**src/rtl/stopwatch_pkg.sv**
```systemverilog
// Shared types and constants for the stopwatch control path.
package stopwatch_pkg;

    // Sequencer states; the encoding is visible on the state output.
    typedef enum logic [1:0] {
        S_IDLE  = 2'd0,
        S_RUN   = 2'd1,
        S_PAUSE = 2'd2,
        S_DONE  = 2'd3
    } state_t;

    // 1 Hz tick from a 100 MHz clock.
    localparam int DIV_DEFAULT = 100_000_000;

    // Roughly 10 ms of stable level at 100 MHz before a button change is accepted.
    localparam int DB_CYCLES_DEFAULT = 1_000_000;

    // Largest value of a BCD digit; the counter's count_max is ones==tens==BCD_MAX.
    localparam logic [3:0] BCD_MAX = 4'd9;

endpackage

```
**src/rtl/stopwatch_ctrl_btn_cond.sv**
```systemverilog
// Button conditioner: 2-FF synchronizer, debouncer and a one-cycle press
// pulse on the debounced rising edge. Releases produce no pulse.
module btn_cond
    import stopwatch_pkg::*;
#(
    parameter int DB_CYCLES = DB_CYCLES_DEFAULT
) (
    input  logic clk,
    input  logic rst,
    input  logic btn,
    output logic press
);

    localparam int CW = $clog2(DB_CYCLES + 1);
    localparam logic [CW-1:0] CNT_LAST = CW'(DB_CYCLES - 1);

    logic [1:0]    sync;
    logic          level;
    logic [CW-1:0] cnt;

    // Bring the raw asynchronous button into the clock domain.
    always_ff @(posedge clk or negedge rst) begin
        if (!rst) begin
            sync <= 2'b00;
        end else begin
            sync <= {sync[0], btn};
        end
    end

    // Count consecutive samples that differ from the accepted level; the
    // level flips on the DB_CYCLES-th one and a rising flip emits a press.
    always_ff @(posedge clk or negedge rst) begin
        if (!rst) begin
            level <= 1'b0;
            cnt   <= '0;
            press <= 1'b0;
        end else begin
            press <= 1'b0;
            if (sync[1] == level) begin
                cnt <= '0;
            end else if (cnt == CNT_LAST) begin
                level <= sync[1];
                cnt   <= '0;
                press <= sync[1];
            end else begin
                cnt <= cnt + CW'(1);
            end
        end
    end

endmodule

```
**src/rtl/stopwatch_ctrl.sv**
```systemverilog
// Stopwatch control sequencer: conditions the start/stop and reset buttons,
// runs the IDLE/RUN/PAUSE/DONE machine, and produces the prescaled count
// tick and clear pulse for the two-digit BCD counter.
// Optional lap-hold display freeze is built when LAP_HOLD_EN is defined.
//
// state  | meaning
// -------+-----------------------------------------------------------
// IDLE   | counter cleared, waiting for a start press
// RUN    | prescaler advancing, tick_en once every DIV cycles
// PAUSE  | prescaler frozen, resumes where it stopped
// DONE   | counter held at 99 (WRAP=0 only); only reset exits
module stopwatch_ctrl
    import stopwatch_pkg::*;
#(
    parameter int DIV       = DIV_DEFAULT,
    parameter int DB_CYCLES = DB_CYCLES_DEFAULT,
    parameter bit WRAP      = 1'b1
) (
    input  logic       clk,
    input  logic       rst,
    input  logic       btn_start_stop,
    input  logic       btn_reset,
    input  logic       count_max,
    output logic       tick_en,
    output logic       clear,
    output logic       running,
    output logic       paused,
    output logic [1:0] state
`ifdef LAP_HOLD_EN
    ,
    input  logic       btn_lap,
    output logic       lap_hold
`endif
);

    localparam int PW = $clog2(DIV);
    localparam logic [PW-1:0] PRESC_LAST = PW'(DIV - 1);

    logic [1:0]    rst_sync;
    logic          rst_int;
    logic          press_start;
    logic          press_reset;
    logic [PW-1:0] presc;
    state_t        state_q;

    // Reset asserts immediately but is released only on a clock edge.
    always_ff @(posedge clk or negedge rst) begin
        if (!rst) begin
            rst_sync <= 2'b00;
        end else begin
            rst_sync <= {rst_sync[0], 1'b1};
        end
    end

    assign rst_int = rst_sync[1];

    btn_cond #(.DB_CYCLES(DB_CYCLES)) u_btn_start (
        .clk   (clk),
        .rst   (rst_int),
        .btn   (btn_start_stop),
        .press (press_start)
    );

    btn_cond #(.DB_CYCLES(DB_CYCLES)) u_btn_reset (
        .clk   (clk),
        .rst   (rst_int),
        .btn   (btn_reset),
        .press (press_reset)
    );

    // Sequencer with registered tick/clear/status outputs; reset press wins.
    always_ff @(posedge clk or negedge rst_int) begin
        if (!rst_int) begin
            state_q <= S_IDLE;
            presc   <= '0;
            tick_en <= 1'b0;
            clear   <= 1'b0;
            running <= 1'b0;
            paused  <= 1'b0;
        end else begin
            tick_en <= 1'b0;
            clear   <= 1'b0;
            if (press_reset) begin
                state_q <= S_IDLE;
                presc   <= '0;
                clear   <= 1'b1;
                running <= 1'b0;
                paused  <= 1'b0;
            end else begin
                case (state_q)
                    S_IDLE: begin
                        if (press_start) begin
                            state_q <= S_RUN;
                            presc   <= '0;
                            running <= 1'b1;
                        end
                    end
                    S_RUN: begin
                        if (presc == PRESC_LAST) begin
                            // A second boundary always completes, even with a
                            // start press pending on the same cycle.
                            presc <= '0;
                            if (!WRAP && count_max) begin
                                state_q <= S_DONE;
                                running <= 1'b0;
                            end else begin
                                tick_en <= 1'b1;
                                if (press_start) begin
                                    state_q <= S_PAUSE;
                                    running <= 1'b0;
                                    paused  <= 1'b1;
                                end
                            end
                        end else if (press_start) begin
                            state_q <= S_PAUSE;
                            running <= 1'b0;
                            paused  <= 1'b1;
                        end else begin
                            presc <= presc + PW'(1);
                        end
                    end
                    S_PAUSE: begin
                        if (press_start) begin
                            state_q <= S_RUN;
                            running <= 1'b1;
                            paused  <= 1'b0;
                        end
                    end
                    S_DONE: begin
                        state_q <= S_DONE;
                    end
                    default: begin
                        state_q <= S_IDLE;
                        running <= 1'b0;
                        paused  <= 1'b0;
                    end
                endcase
            end
        end
    end

    assign state = state_q;

`ifdef LAP_HOLD_EN
    logic press_lap;

    btn_cond #(.DB_CYCLES(DB_CYCLES)) u_btn_lap (
        .clk   (clk),
        .rst   (rst_int),
        .btn   (btn_lap),
        .press (press_lap)
    );

    // Lap hold toggles only while timing; cleared whenever IDLE or DONE is entered.
    always_ff @(posedge clk or negedge rst_int) begin
        if (!rst_int) begin
            lap_hold <= 1'b0;
        end else if (press_reset) begin
            lap_hold <= 1'b0;
        end else if (state_q == S_RUN && presc == PRESC_LAST && !WRAP && count_max) begin
            lap_hold <= 1'b0;
        end else if (press_lap && (state_q == S_RUN || state_q == S_PAUSE)) begin
            lap_hold <= ~lap_hold;
        end
    end
`endif

endmodule

```
**config.mk**
```make
export PLATFORM = sky130hd
export DESIGN_NAME = stopwatch_ctrl
export DESIGN_NICKNAME = d
export VERILOG_FILES = /design/src/rtl/stopwatch_pkg.sv /design/src/rtl/stopwatch_ctrl_btn_cond.sv /design/src/rtl/stopwatch_ctrl.sv
export SDC_FILE = /design/constraint.sdc
export NUM_CORES = 1
export LEC_CHECK = 0
export ABC_CLOCK_PERIOD_IN_PS = 3810
export CAP_MARGIN = 20
export CORE_AREA = 5 5 104 106
export DETAILED_ROUTE_END_ITERATION = 10
export DIE_AREA = 0 0 109 111
export MAX_ROUTING_LAYER = met4
export SLEW_MARGIN = 10
export SYNTH_ARGS = -nofsm -noshare
export SYNTH_HDL_FRONTEND = slang
export SYNTH_SLANG_ARGS = --single-unit
```
**constraint.sdc**
```tcl
create_clock -name clk -period 3.81 [get_ports clk]
set_clock_uncertainty 0.2 [all_clocks]
set_input_delay 0.5715 -clock clk [delete_from_list [all_inputs] [get_ports clk]]
set_output_delay 0.5715 -clock clk [all_outputs]
set_load 0.01 [all_outputs]
```
# == Yosys cells after proc, flatten, opt, wreduce, memory -nomap -nowiden ==
# Index checks and enable logic that the tools add are counted.
# word_totals
ff_bits,83
latch_bits,0
ramBits,0
rom_bits,0
output_inout_bits,6
word_cells,71
mem_count,0
# classes
addsub,3
mul,0
div,0
magnitude_cmp,0
n_eq_ne,13
shifts,0
n_mux,27
n_bitwise,2
n_reduce_logical,11
# op_table
cell,count
$mux W27,4
$mux W20,4
$pmux W27 S2,1
$add A20 B1 Y20 const B,2
$eq A20 B20 Y1 const B,2
$add A27 B1 Y27 const B,1
$eq A27 B27 Y1 const B,1
$mux W1,12
$ne A3 B1 Y1 const B,4
$reduce_and A3 Y1,3
$reduce_bool A3 Y1,3
$mux W2,3
$pmux W2 S3,1
$reduce_and A2 Y1,3
$eq A2 B2 Y1 const B,2
$ne A4 B3 Y1 const B,1
$pmux W1 S2,2
$eq A1 B1 Y1,2
$eq A2 B1 Y1 const B,1
$logic_not A2 Y1,1
$not A1 Y1,2
$reduce_or A2 Y1,1

# == Logic depth before layout (Yosys ltp) ==
# logic_depth
depth_word,5
depth_mapped,8
ltp_nobuf,7

# == By module ==
# A second synthesis with hierarchy kept.
# hier_totals
hier_cells,432
hier_area_um2,4116.4
# modules_own_cells
mod,instances,cells_each,area_per_inst_um2
btn_cond,2,116,1136.1
stopwatch_ctrl,1,200,1844.3

# == Worst setup path before layout ==
# Ideal clock, no wire load.
# synth_timing
kind,flip-flop to flip-flop
startpoint,reg state_q[1] (netlist: state[1])
endpoint,reg presc[19]
arrival_ns,1.919
setup_slack_ns,1.618
path_stages_with_launch,9
path_buffers,1
synth_period_minus_slack_ns,2.192
cell_sequence,dfrtp_1 -> inv_1 -> ha_1 -> nor2b_1 -> o21bai_1 -> buf_2 -> nand3_1 -> or4_4 -> a21oi_2
# synth_via
elab_chain_len,3
# synth_lines
item,line,source
"start, declared",stopwatch_ctrl.sv:44,state_t state_q;
"start signal, assigned",stopwatch_ctrl.sv:74,state_q <= S_IDLE;
"start signal, assigned",stopwatch_ctrl.sv:84,state_q <= S_IDLE;
"start signal, assigned",stopwatch_ctrl.sv:93,state_q <= S_RUN;
$eq A2 B1 Y1 or $logic_not A2 Y1 (tied branches),stopwatch_ctrl.sv:90,case (state_q)
"$ne A4 B3 Y1 (no source line), or another cell as far along",n/a,
$reduce_and A3 Y1 (no source line) or $mux W27 (tied branches),n/a,
"end signal, assigned",stopwatch_ctrl.sv:119,presc <= presc + PW'(1);
"end, declared",stopwatch_ctrl.sv:43,logic [PW-1:0] presc;
# Parallel ways exist; a longest one is shown, timed or not.
# A chain may end at the register's enable or synchronous reset.

# == Final worst setup path ==
# layout_timing
startpoint,reg presc[0]
endpoint,reg presc[18]
# layout_via
elab_chain_len,5
# layout_lines
item,line,source
$add A27 B1 Y27,stopwatch_ctrl.sv:119,
$mux W27,stopwatch_ctrl.sv:114,end else if (press_start) begin
$mux W27,stopwatch_ctrl.sv:99,if (presc == PRESC_LAST) begin
$pmux W27 S2,stopwatch_ctrl.sv:90,
$mux W27,stopwatch_ctrl.sv:83,if (press_reset) begin
# Parallel ways exist; a longest one is shown, timed or not. The select of a mux whose other input is x is not followed.

==> results.sh <==
export IMPL_critPathLaunchType="flop"
export IMPL_root_buffer="clkbuf_8"
export IMPL_postLayoutCoreUtil_pct=47.5
export IMPL_grt_pass1_vias=3127
export IMPL_power_total_w=0.00151
export IMPL_die_area_um2=12100
export IMPL_power_report_internal_total_w=0.00115
export IMPL_port_buffers=9
export IMPL_grt_overflow=0
export IMPL_layout_drive_gt1_share_pct=6.93
export IMPL_globalRouteTotalUtil_pct=15.4
export IMPL_min_from="u_btn_start.sync[0]$_DFF_PN0_"
export IMPL_timing_worst_slew_pin_value_ns=0.809
export IMPL_critical_path_max_stage_delay_ns=0.59
export IMPL_synth_enable_flop_cells=0
export IMPL_crit_buf_inv=0
export IMPL_drc_errors=0
export IMPL_cts_htree_levels=3
export IMPL_synth_ff_latch_count=83
export IMPL_drv_cap=0
export IMPL_largest_net_degree_at_the_start_of_global_routing=61
export IMPL_synth_area_per_cell_um2=10.1
export IMPL_launching_point_of_the_worst_reg2reg_path="presc[0]$_DFFE_PN0P_"
export IMPL_insertion_delay_ns=0.37
export IMPL_cts_path_max_buffers=2
export IMPL_clock_power_share_pct=38.2
export IMPL_final_nets=442
export IMPL_fin_crit_ns=2.43
export IMPL_mostFrequentLayoutCells="82 x dfrtp_1, 59 x nor2_1, 26 x nand2_1, 26 x nand3_1, 26 x xor2_1"
export IMPL_signed_area_change_from_the_synthesized_netlist_to_the_final_layout_pct=9.95
export IMPL_layout_cells_non_filler=566
export IMPL_cts_buffers=9
export IMPL_postCtsSetupRepairBufs=0
export IMPL_slowest_stage="or4_1"
export IMPL_final_min_period_over_clock_period_pct=63.8
export IMPL_cp_top_family="simple AND/OR/NAND/NOR gates"
export IMPL_final_hold_viol_count=0
export IMPL_power_frac_comb_pct=1.6
export IMPL_cell_depth_of_the_worst_min_delay_path=0
export IMPL_end_kind="flop"
export IMPL_timing_reg2reg_setup_slack_ns=1.38
export IMPL_post_drt_via_cell_ratio=5.49
export IMPL_worstReg2RegEnd="presc[18]$_DFFE_PN0P_"
export IMPL_timing_max_slew_rel_slack_pct=45.6
export IMPL_setup_viol=0
export IMPL_globalplace_congestion=0.791
export IMPL_critical_path_arrival_ns=2.49
export IMPL_hold_class="flop to flop"
export IMPL_critical_path_max_fanout=11
export IMPL_synthCells=414
export IMPL_postSynthNetCount=427
export IMPL_antenna_cells=0
export IMPL_reg2reg_depth=6
export IMPL_tritoncts_clock_tree="built"
export IMPL_fp_row_count=36
export IMPL_antenna_violations_before_repair=0
export IMPL_outcome="finished, final reports clean"
export IMPL_drt_first_iter_violations=127
export IMPL_grt_setup_unrepaired="no"
export IMPL_post_cts_resized_instances=0
export IMPL_crit_type="flop to flop"
export IMPL_synth_area_um2=4190
export IMPL_antenna_violating_nets_post_route=0
export IMPL_peakVddDrop_v=0.000217
export IMPL_cts_hold_buffers_added=0
export IMPL_route_final_wire_length_um=8340
export IMPL_synth_async_reset_ratio_pct=100
export IMPL_synth_seq_area_share_pct=49.6
export IMPL_floorplan_io_pins=11
export IMPL_pwr_share_seq_pct=60.2
export IMPL_start_util_pct=43.2
export IMPL_placement_cell_area_um2=4440
export IMPL_clock_sink_count=83
export IMPL_report_final_slew_viol_count=0
export IMPL_worst_endpoint_required_ns=3.87
export IMPL_dieHeight_um=111
export IMPL_mostFrequentLayoutCell="dfrtp_1"
export IMPL_share_of_the_synthesized_area_in_the_top_cell_type_pct=49.6
export IMPL_floorplan_die_width_um=109
export IMPL_holdPathEnd="u_btn_start.sync[1]$_DFF_PN0_"
export IMPL_clock_fmax_mhz=411
export IMPL_synth_area_leaders="dfrtp_1 50%, xor2_1 5.4%, nor2_1 5.3%"
export IMPL_swShare_pct=23.6
export IMPL_pre_antenna_drt_iters=4
export IMPL_dp_final_hpwl_um=5530
export IMPL_grt_pass1_wl_um=14600
export IMPL_core_area_um2=9680
export IMPL_via_count=3109
export IMPL_wire_per_inst_um=14.7
export IMPL_cp_depth=6
export IMPL_net_switching_power_w=0.000356
export IMPL_path_cells="ha_1 > and4_1 > nand2_1 > or4_1 > a21o_1 > a22o_1"
export IMPL_dpl_cell_count=551
export IMPL_yosys_most_used_dff="dfrtp_1"
export IMPL_p_per_area_nw_per_um2=327
export IMPL_worst_setup_hold_path_clk_slew_ns=0.08
export IMPL_yosys_warnings=0
export IMPL_finish_instance_area_um2=4600
export IMPL_yosys_area_top_type="dfrtp_1"
export IMPL_power_leakage_nw=1.95
export IMPL_timing_setup_tns_ns=0
export IMPL_synth_cell_types=53
## state kept, by name (all words and copies together), names as in the netlist
register	count
paused	1
u_btn_reset.cnt	20
tick_en	1
u_btn_start.press	1
clear	1
state	2
rst_sync	2
u_btn_reset.level	1
presc	27
running	1
u_btn_start.level	1
u_btn_start.cnt	20
u_btn_reset.sync	2
u_btn_start.sync	2
u_btn_reset.press	1
## per-layer routing
metal / global-route usage [%] / part of all wire, % / up-vias
li1: - / - / 1538
met2: 23.4 / 46 / 27
met1: 19.5 / 49 / 1530
met5: - / 0 / -
met3: 4.37 / 3.0 / 14
met4: 5.72 / 1.9 / 0
## synth_stat cells (3+ instances only)
library cell,number
buf_2,4
o211ai_1,3
clkbuf_1,5
xor2_1,26
nand2_1,26
nor2b_1,4
inv_1,5
nor4_1,6
or3_1,3
a21oi_1,11
nand4b_1,3
nor4b_1,3
or4_1,4
nor3b_1,4
and2_1,3
a22o_1,5
o21ai_0,5
nand4_1,19
or4b_1,3
dfrtp_1,83
and4_1,9
o31ai_1,6
ha_1,8
xnor2_1,16
a21o_1,6
nand3_1,26
nor3_1,9
nor2_1,59
and3_1,15
a31oi_1,3
o41ai_1,4
## layout make-up
| class | instances | area, um2 |
|---|---|---|
| fill | 941 | 5080 |
| sequential | 83 | 2080 |
| multi-input combinational | 316 | 2040 |
| tap | 133 | 166 |
| clock buffer | 12 | 145 |
| timing repair buffer | 14 | 128 |
| clock inverter | 3 | 23.8 |
| inverter | 5 | 18.8 |
## kinds of logic (layout without fill, tap and decap cells)
group,Yosys count,count (layout),synth area share [%]
AND/OR/NAND/NOR,210,210,27.7
XOR/XNOR,42,42,8.78
flip-flops,83,83,49.6
AO/OA/AOI/OAI,52,52,9.02
adder cells (fa/ha/maj),8,8,2.39
buffers and inverters,15,34,1.64
multiplexers,3,3,0.777
other,1,1,0.0895
## through the flow
step / hold slack [ns] / setup slack, ns
CTS: 0.150 / 1.38
global route: 0.136 / 1.23
floorplan: 0.0759 / 1.13
finish: 0.152 / 1.38
global placement: 0.132 / 1.41
detailed placement: 0.136 / 1.41
## power groups by stage
stage	registers, W	clock network [W]	logic [W]
floorplan	0.000923	0	0.0000137
global placement	0.000926	0	0.0000252
detailed placement	0.000925	0	0.0000258
CTS	0.000908	0.000595	0.0000258
global route	0.000912	0.000632	0.0000285
finish	0.000907	0.000576	0.0000248
## how the worst max path moves through the flow
stage,start,end
after floorplan,rst_sync[1]$_DFF_PN0_,clear$_DFF_PN0_
after global placement,presc[0]$_DFFE_PN0P_,presc[18]$_DFFE_PN0P_
after detailed placement,presc[0]$_DFFE_PN0P_,presc[18]$_DFFE_PN0P_
after CTS,presc[0]$_DFFE_PN0P_,presc[18]$_DFFE_PN0P_
after global routing,state[1]$_DFFE_PN0P_,presc[14]$_DFFE_PN0P_
final,presc[0]$_DFFE_PN0P_,presc[18]$_DFFE_PN0P_
Note: power is estimated with default switching activity, not from simulation.
